<file path="src/rtl/bam_eval_pkg.sv">
// rtl/bam_eval_pkg.sv - shared types and constants for the BAM multiplier error evaluator
//   state_e           : controller FSM states
//   LFSR_TAPS         : Galois feedback mask, x^16+x^14+x^13+x^11+1
//   LFSR_DEFAULT_SEED : reset value and replacement for an all-zero seed
//   DEF_*             : default parameter values for the top level
package bam_eval_pkg;

  typedef enum logic [2:0] {
    ST_IDLE   = 3'd0,
    ST_LOAD   = 3'd1,
    ST_SETTLE = 3'd2,
    ST_SAMPLE = 3'd3,
    ST_DONE   = 3'd4
  } state_e;

  localparam logic [15:0] LFSR_TAPS         = 16'hB400;
  localparam logic [15:0] LFSR_DEFAULT_SEED = 16'hACE1;

  localparam int DEF_WIDTH    = 8;
  localparam int DEF_SAMPLE_W = 20;
  localparam int DEF_SETTLE_W = 8;
  localparam int DEF_ACC_W    = 40;

  // One right shift of the Galois LFSR; taps are applied when the bit shifted out is 1.
  function automatic logic [15:0] lfsr_next(input logic [15:0] cur);
    lfsr_next = cur[0] ? ((cur >> 1) ^ LFSR_TAPS) : (cur >> 1);
  endfunction

endpackage

</file>
<file path="src/rtl/bam_lfsr16.sv">
// rtl/bam_lfsr16.sv - 16-bit Galois LFSR operand source
//   clk, rst_n : clock, synchronous active-low reset (value returns to the default seed)
//   load, seed : load seed; a zero seed is replaced by the default seed (zero would lock up)
//   step       : advance one step (load has priority)
//   value      : current LFSR state
module bam_lfsr16
  import bam_eval_pkg::*;
(
  input  logic        clk,
  input  logic        rst_n,
  input  logic        load,
  input  logic [15:0] seed,
  input  logic        step,
  output logic [15:0] value
);

  logic [15:0] value_q, value_d;

  always_comb begin
    value_d = value_q;
    if (load) begin
      value_d = (seed == 16'h0000) ? LFSR_DEFAULT_SEED : seed;
    end else if (step) begin
      value_d = lfsr_next(value_q);
    end
  end

  always_ff @(posedge clk) begin
    if (!rst_n) begin
      value_q <= LFSR_DEFAULT_SEED;
    end else begin
      value_q <= value_d;
    end
  end

  assign value = value_q;

endmodule

</file>
<file path="src/rtl/bam_error_eval_ctrl.sv">
// rtl/bam_error_eval_ctrl.sv - drives an approximate multiplier and accumulates error metrics
//   clk, rst_n                 : clock, synchronous active-low reset
//   start                      : run request, honoured only in IDLE
//   num_samples, settle_cycles : run length and per-sample settle wait, latched at start
//   seed                       : LFSR seed, latched at start
//   mul_a, mul_b, mul_p        : operands to / product from the multiplier under test
//   busy, done                 : run in progress / one-cycle end-of-run pulse
//   err_count, sum_ed_abs,
//   max_ed                     : error metrics of the last run
module bam_error_eval_ctrl
  import bam_eval_pkg::*;
#(
  parameter int WIDTH    = DEF_WIDTH,
  parameter int SAMPLE_W = DEF_SAMPLE_W,
  parameter int SETTLE_W = DEF_SETTLE_W,
  parameter int ACC_W    = DEF_ACC_W
) (
  input  logic                 clk,
  input  logic                 rst_n,
  input  logic                 start,
  input  logic [SAMPLE_W-1:0]  num_samples,
  input  logic [SETTLE_W-1:0]  settle_cycles,
  input  logic [2*WIDTH-1:0]   seed,
  output logic [WIDTH-1:0]     mul_a,
  output logic [WIDTH-1:0]     mul_b,
  input  logic [2*WIDTH-1:0]   mul_p,
  output logic                 busy,
  output logic                 done,
  output logic [SAMPLE_W-1:0]  err_count,
  output logic [ACC_W-1:0]     sum_ed_abs,
  output logic [2*WIDTH-1:0]   max_ed
);

  localparam int PW = 2 * WIDTH;

  state_e              state_q, state_d;
  logic [WIDTH-1:0]    mul_a_q, mul_a_d;
  logic [WIDTH-1:0]    mul_b_q, mul_b_d;
  logic                busy_q, busy_d;
  logic                done_q, done_d;
  logic [SAMPLE_W-1:0] err_q, err_d;
  logic [ACC_W-1:0]    sum_q, sum_d;
  logic [PW-1:0]       max_q, max_d;
  logic [SAMPLE_W-1:0] num_q, num_d;
  logic [SETTLE_W-1:0] settle_q, settle_d;
  logic [SETTLE_W-1:0] cnt_q, cnt_d;
  logic [SAMPLE_W-1:0] samp_q, samp_d;

  logic                lfsr_load, lfsr_step;
  logic [15:0]         lfsr_value;

  logic [PW-1:0]       exact;
  logic [PW-1:0]       ed;
  logic [ACC_W:0]      sum_ext;
  logic [SAMPLE_W-1:0] samp_inc;

  bam_lfsr16 u_lfsr (
    .clk   (clk),
    .rst_n (rst_n),
    .load  (lfsr_load),
    .seed  (16'(seed)),
    .step  (lfsr_step),
    .value (lfsr_value)
  );

  // Reference product and unsigned error distance, both against the registered operands.
  always_comb begin
    exact = PW'(mul_a_q) * PW'(mul_b_q);
    ed    = (exact >= mul_p) ? (exact - mul_p) : (mul_p - exact);
  end

  // One extra bit catches the carry so the accumulator saturates instead of wrapping.
  assign sum_ext  = {1'b0, sum_q} + (ACC_W + 1)'(ed);
  assign samp_inc = samp_q + SAMPLE_W'(1);

  always_comb begin
    state_d   = state_q;
    mul_a_d   = mul_a_q;
    mul_b_d   = mul_b_q;
    err_d     = err_q;
    sum_d     = sum_q;
    max_d     = max_q;
    num_d     = num_q;
    settle_d  = settle_q;
    cnt_d     = cnt_q;
    samp_d    = samp_q;
    lfsr_load = 1'b0;
    lfsr_step = 1'b0;

    case (state_q)
      ST_IDLE: begin
        if (start) begin
          num_d     = num_samples;
          settle_d  = settle_cycles;
          err_d     = '0;
          sum_d     = '0;
          max_d     = '0;
          samp_d    = '0;
          lfsr_load = 1'b1;
          state_d   = (num_samples == '0) ? ST_DONE : ST_LOAD;
        end
      end
      ST_LOAD: begin
        mul_a_d = WIDTH'(lfsr_value[15:8]);
        mul_b_d = WIDTH'(lfsr_value[7:0]);
        cnt_d   = settle_q;
        state_d = (settle_q == '0) ? ST_SAMPLE : ST_SETTLE;
      end
      ST_SETTLE: begin
        // The counter holds the cycles left including this one.
        cnt_d = cnt_q - SETTLE_W'(1);
        if (cnt_q == SETTLE_W'(1)) begin
          state_d = ST_SAMPLE;
        end
      end
      ST_SAMPLE: begin
        if (ed != '0) begin
          err_d = err_q + SAMPLE_W'(1);
        end
        sum_d     = sum_ext[ACC_W] ? '1 : sum_ext[ACC_W-1:0];
        if (ed > max_q) begin
          max_d = ed;
        end
        lfsr_step = 1'b1;
        samp_d    = samp_inc;
        state_d   = (samp_inc == num_q) ? ST_DONE : ST_LOAD;
      end
      ST_DONE: begin
        state_d = ST_IDLE;
      end
      default: begin
        state_d = ST_IDLE;
      end
    endcase
  end

  // Status flags are registered from the next state so they line up with the state itself.
  assign busy_d = (state_d == ST_LOAD) || (state_d == ST_SETTLE) || (state_d == ST_SAMPLE);
  assign done_d = (state_d == ST_DONE);

  always_ff @(posedge clk) begin
    if (!rst_n) begin
      state_q  <= ST_IDLE;
      mul_a_q  <= '0;
      mul_b_q  <= '0;
      busy_q   <= 1'b0;
      done_q   <= 1'b0;
      err_q    <= '0;
      sum_q    <= '0;
      max_q    <= '0;
      num_q    <= '0;
      settle_q <= '0;
      cnt_q    <= '0;
      samp_q   <= '0;
    end else begin
      state_q  <= state_d;
      mul_a_q  <= mul_a_d;
      mul_b_q  <= mul_b_d;
      busy_q   <= busy_d;
      done_q   <= done_d;
      err_q    <= err_d;
      sum_q    <= sum_d;
      max_q    <= max_d;
      num_q    <= num_d;
      settle_q <= settle_d;
      cnt_q    <= cnt_d;
      samp_q   <= samp_d;
    end
  end

  assign mul_a      = mul_a_q;
  assign mul_b      = mul_b_q;
  assign busy       = busy_q;
  assign done       = done_q;
  assign err_count  = err_q;
  assign sum_ed_abs = sum_q;
  assign max_ed     = max_q;

endmodule

</file>
<file path="config.mk">
export PLATFORM = sky130hd
export DESIGN_NAME = bam_error_eval_ctrl
export DESIGN_NICKNAME = d
export VERILOG_FILES = /design/src/rtl/bam_eval_pkg.sv /design/src/rtl/bam_lfsr16.sv /design/src/rtl/bam_error_eval_ctrl.sv
export SDC_FILE = /design/constraint.sdc
export NUM_CORES = 1
export LEC_CHECK = 0
export ABC_AREA = 1
export CAP_MARGIN = 20
export CELL_PAD_IN_SITES_DETAIL_PLACEMENT = 2
export CELL_PAD_IN_SITES_GLOBAL_PLACEMENT = 2
export CORE_ASPECT_RATIO = 1.5
export CORE_MARGIN = 2
export CORE_UTILIZATION = 34
export DETAILED_ROUTE_END_ITERATION = 12
export GPL_TIMING_DRIVEN = 0
export PLACE_DENSITY = 0.85
export SLEW_MARGIN = 20
export SYNTH_ARGS = -nofsm -noshare
export SYNTH_HDL_FRONTEND = slang
export SYNTH_HIERARCHICAL = 1
export SYNTH_SLANG_ARGS = --single-unit
</file>
<file path="constraint.sdc">
create_clock -name clk -period 20.9 [get_ports clk]
set_input_delay 4.18 -clock clk [delete_from_list [all_inputs] [get_ports clk]]
set_output_delay 4.18 -clock clk [all_outputs]
set_load 0.005 [all_outputs]
</file>
Word level (Yosys, flattened, before mapping):

Index checks and enable logic that the tools add are counted.

* output and inout bits: 94
* flip-flop bits (word level): 169
* word-level logic and storage cells: 74

* order comparisons: 2
* muxes and demuxes: 25
* reductions and logical operators: 14
* multipliers: 1
* bitwise logic cells: 1
* equality and inequality tests: 12
* $add $sub $neg: 6

Operators with widths (number)
* $mux 16: 7
* $mux 40: 2
* $pmux 20 s2: 2
* $pmux 40 s2: 1
* $add 40x16->41: 1
* $add 20x1->20 const B: 2
* $mux 20: 2
* $pmux 16 s2: 1
* $sub 16x16->16: 2
* $eq 20x20->1: 1
* $logic_not 20->1: 1
* $ge 16x16->1: 1
* $gt 16x16->1: 1
* $logic_not 16->1: 1
* $mul 8x8->16: 1
* $pmux 8 s2: 1
* $reduce_bool 16->1: 1
* $eq 3x2->1 const B: 4
* $mux 3: 4
* $pmux 3 s4: 1
* $eq 8x1->1 const B: 1
* $logic_not 8->1: 1
* $sub 8x1->8 const B: 1
* $eq 3x1->1 const B: 2
* 9 further kinds: 19

Logic depth before layout (Yosys ltp):

* depth in word-level cells: 7
* mapped depth: 47
* depth with buffers taken out: 46

Modules after synthesis:

Netlist, hierarchy kept.

By module, submodules not included
* bam_error_eval_ctrl: sequential area each 3062.9 um^2, area an instance 13496.7 um^2, instances 1, cells each 2121
* bam_lfsr16: sequential area each 320.3 um^2, area an instance 862.1 um^2, instances 1, cells each 132

Least setup slack after synthesis:

No wires, ideal clock.

* kind: register to register
* start: register mul_b_q[7], in the netlist mul_b[7]
* end: register sum_q[30], in the netlist sum_ed_abs[30]
* period minus slack after synthesis: 7.491 ns
* path slack: 13.409 ns
* data arrival time: 7.421 ns
* cell stages (with the launch flop): 41
* data required time: 20.830 ns
* setup time: 0.070 ns
* cells stage by stage: dfxtp_1 > clkbuf_1 > nand2_1 > fa_1 > fa_1 > inv_1 > fa_1 > inv_1 > fa_1 > inv_1 > ha_1 > inv_1 > nor3_1 > nand2_1 > o211ai_1 > a21oi_1 > o21bai_1 > a21oi_1 > (+5 left out) > o21bai_1 > nand2_1 > a21oi_2 > nand2_4 > nand2_1 > nand2_1 > fa_1 > o21ai_2 > a21oi_1 > o21bai_2 > nand2_1 > nand2_2 > nand2_1 > nor2_2 > nand3_1 > nand3b_1 > nand2_1 > a21oi_1

* word-level cells in the longest chain between the ends: 6
* elaborated cells on any way between the ends: 8
* those cells by class: add/sub (3); mul (1); order compare (1); mux (3)

Ends and longest elaborated chain
* start, declared: line bam_error_eval_ctrl.sv:38 `logic [WIDTH-1:0] mul_b_q, mul_b_d;`
* start signal, assigned: line bam_error_eval_ctrl.sv:158 `mul_b_q <= mul_b_d;`
* $mul 8x8->16 *: line bam_error_eval_ctrl.sv:68 `exact = PW'(mul_a_q) * PW'(mul_b_q);`
* $sub 16x16->16 or $ge 16x16->1 (tied branches): line bam_error_eval_ctrl.sv:69 `ed = (exact >= mul_p) ? (exact - mul_p) : (mul_p - exact);`
* $mux 16 *: line bam_error_eval_ctrl.sv:69
* $add 40x16->41 *: line bam_error_eval_ctrl.sv:73 `assign sum_ext = {1'b0, sum_q} + (ACC_W + 1)'(ed);`
* $mux 40 *: line bam_error_eval_ctrl.sv:120 `sum_d = sum_ext[ACC_W] ? '1 : sum_ext[ACC_W-1:0];`
* $pmux 40 s2 *: line bam_error_eval_ctrl.sv:90 `case (state_q)`
* end signal, assigned: line bam_error_eval_ctrl.sv:162 `sum_q <= sum_d;`
* end, declared: line bam_error_eval_ctrl.sv:42 `logic [ACC_W-1:0] sum_q, sum_d;`

Mark *: on every way between the ends. The rest lies on a longest branch, timed or not.
A chain may end at the register's enable or synchronous reset.

Worst setup path in the final report:

* start: register mul_a_q[0], in the netlist mul_a[0]
* end: register sum_q[22], in the netlist sum_ed_abs[22]

* word-level cells in the longest chain between the ends: 6
* elaborated cells on any way between the ends: 8
* those cells by class: add/sub (3); mul (1); order compare (1); mux (3)

Ends and longest elaborated chain
* start, declared: line bam_error_eval_ctrl.sv:37 `logic [WIDTH-1:0] mul_a_q, mul_a_d;`
* start signal, assigned: line bam_error_eval_ctrl.sv:157 `mul_a_q <= mul_a_d;`
* $mul 8x8->16 *: line bam_error_eval_ctrl.sv:68
* $sub 16x16->16 or $ge 16x16->1 (tied branches): line bam_error_eval_ctrl.sv:69
* $mux 16 *: line bam_error_eval_ctrl.sv:69
* $add 40x16->41 *: line bam_error_eval_ctrl.sv:73
* $mux 40 *: line bam_error_eval_ctrl.sv:120
* $pmux 40 s2 *: line bam_error_eval_ctrl.sv:90

Marks and branches as above.

==> results_dict.tcl <==
set metrics [dict create \
    place_hpwl_um 48600 \
    antenna_found_initial 1 \
    syn_inst 2253 \
    routed_wl_um 59000 \
    synth-simple-area-share_pct 31.8 \
    grt_max_degree 19 \
    synth_xor_area_share_pct 4.89 \
    worstPathRequired_ns 21.29 \
    synth-async-reset-ratio_pct 0 \
    grt.total_usage_pct 27.5 \
    synth_area_um2 14400 \
    num_rows 92 \
    multiInputGateArea_um2 9260 \
    leakage_nw 8.05 \
    min_period_ns 9.75 \
    route.vias.total 15525 \
    slowest_delay_ns 0.58 \
    hold_path.class "flip-flop to flip-flop" \
    cts.repair.resized 0 \
    first_pass_iters 7 \
    setup-tns-final_ns 0 \
    start_kind "flip-flop" \
    finalHoldViolCount 0 \
    synth-main-ff-cell "dfxtp_1" \
    ys_types 57 \
    die_height_um 256 \
    final_util_pct 41.1 \
    max_freq_mhz 103 \
    synth_top_area_share_pct 23.6 \
    drive_gt1_share_pct 4.88 \
    synth.yosys.seq_area_share_pct 23.6 \
    critPathMaxFanout 9 \
    synth-seq-cells 169 \
    rsz0062_at_grt "no" \
    via_per_inst 5.16 \
    cts_tree "yes" \
    synth_compound_area_share_pct 13.3 \
    stdcell_count 3006 \
    synth.most_common_cell "nand2_1" \
    worst_path_most_repeated_cell "nand2_1" \
    final_nets 2633 \
    placedCellCount 2973 \
    tightest_slew_ns 1.01 \
    synth_edf_count 0 \
    skew_ns 0.0117 \
    relSlewSlack_pct 32.6 \
    initial_core_util_pct 34.3 \
    synthMuxAreaShare_pct 0 \
    vdd_drop_max_uv 58.5 \
    fin_crit_sh_pct 46.6 \
    die_w_um 172 \
    slowest_stage "fa_1" \
    synth_nets 2458 \
    ys_warn_count 6 \
    ctsRootBufferMaster "clkbuf_16" \
    synthTopCellsByCount "nand2_1 (604), inv_1 (345), nor2_1 (217)" \
    nFillCells 5199 \
    gp_congestion 0.908 \
    arrival_ns 10.13 \
    setup_viol 0 \
    grt.overflow.total 0 \
    endpoint_kind "flip-flop" \
    clock_sinks 169 \
    synth_area_leaders "dfxtp_1 (24%), nand2_1 (16%), inv_1 (9.0%)" \
    post_cts_buffers 0 \
    status "finished, final reports clean" \
    io_pins 157 \
    cts_max_level 4 \
    yosys.area.top_type "dfxtp_1" \
    cts_hold_buf 0 \
    detail_route.iter0.violations 473 \
    whs_ns 0.489 \
    drc 0 \
    core_um2 41900 \
    p_per_area_nw_per_um2 64.2 \
    cts_inserted_buffers 17 \
    regArea_um2 3380 \
    fp.dieArea_um2 43900 \
    io_buffers 156 \
    antenna_left 0 \
    finalMaxSlewViolations 0 \
    synth_top_family_by_area "simple AND/OR/NAND/NOR gates" \
    syn_to_final_growth_pct 19.8 \
    synth-adder-area-share_pct 14.4 \
    cts_buffer_depth 2 \
    clock_latency_ns 0.46 \
    clkTransAtPathRegs_ns 0.07 \
    wl_per_cell_um 19.6 \
    grt_pass1_vias 17967 \
    path_class "flip-flop to flip-flop" \
    grt_pass1_wl_um 95000 \
    cap_violations 0 \
    syn_area_per_cell_um2 6.37 \
]
==> registers in the layout (all words and copies together), names as in the netlist <==
| signal | flops |
|---|---|
| busy | 1 |
| cnt_q | 8 |
| done | 1 |
| err_count | 20 |
| max_ed | 16 |
| mul_a | 8 |
| mul_b | 8 |
| num_q | 20 |
| samp_q | 20 |
| settle_q | 8 |
| state_q | 3 |
| sum_ed_abs | 40 |
| u_lfsr/value | 16 |
==> logic make-up after synthesis <==
kind of cell             Yosys count
buffers and inverters            434
AO/OA/AOI/OAI                    358
flip-flops                       169
XOR/XNOR                          77
adder cells (fa/ha/maj)          142
AND/OR/NAND/NOR                 1073
==> report_power, final <==
part           switching (mW)  internal [mW]
logic                   0.273          0.145
clock network           0.161          0.160
registers              0.0215          0.344
==> final cells by class <==
class                   count  area share [%]
diodes                      1          0.0145
clock inverters            15           0.887
clock buffers              17            2.47
inverters                 357            7.82
plain buffers              77            2.17
multi-input cells        1650            53.8
well taps                 564            4.10
flip-flops and latches    169            19.7
repair buffers            156            9.08
==> through the flow <==
stage	setup WS [ns]	instance area, um2	power (mW)
after floorplan	13.41	14400	0.634
after global placement	11.62	16600	0.764
after detailed placement	11.12	16600	0.788
after CTS	11.06	17200	1.11
after global routing	10.53	17200	1.18
final	11.16	17200	1.10
==> final timing paths <==
kind,cells after the start,slack [ns],from,endpoint
setup / recovery,40,11.16,mul_a[0],sum_ed_abs[22]
setup reg to reg,40,11.16,mul_a[0],sum_ed_abs[22]
hold reg to reg,2,0.49,settle_q[3],settle_q[3]
hold / removal,2,0.49,settle_q[3],settle_q[3]
==> worst max-delay path, delay by kind of cell, from the launching register on <==
family	cells	cell delay [ns]
DFF	1	0.41
buffers and inverters	6	0.79
adders and majority gates	7	3.44
xor gates and xnor gates	1	0.41
and+or+nand+nor	14	2.39
AOI/OAI and AO/OA	12	2.22
==> cells in the final DEF, fill, tap and decap left out, drive strengths merged, types with 2 or more instances in the layout <==
master / n
o21ai: 122
a21oi: 197
a21boi: 2
clkbuf: 75
o31ai: 3
ha: 103
xnor3: 2
inv: 365
nand2: 613
o211ai: 4
nor2: 221
a31oi: 3
xnor2: 21
fa: 39
nand3: 124
nor4: 13
o22ai: 2
clkdlybuf4s50: 156
or3: 2
nor3: 34
buf: 19
or2: 27
xor2: 54
nand3b: 7
dfxtp: 169
nand4: 31
clkinv: 6
a21o: 3
o21bai: 14
==> per-layer routing <==
metal	GRT usage, %	vias to the layer above	share of wire (%)
met1	26.6	7705	36
li1	-	7475	-
met5	0	-	0
met4	12.7	0	4.6
met3	3.03	125	2.1
met2	55.9	220	57
Note: power is estimated with default switching activity, not from simulation.
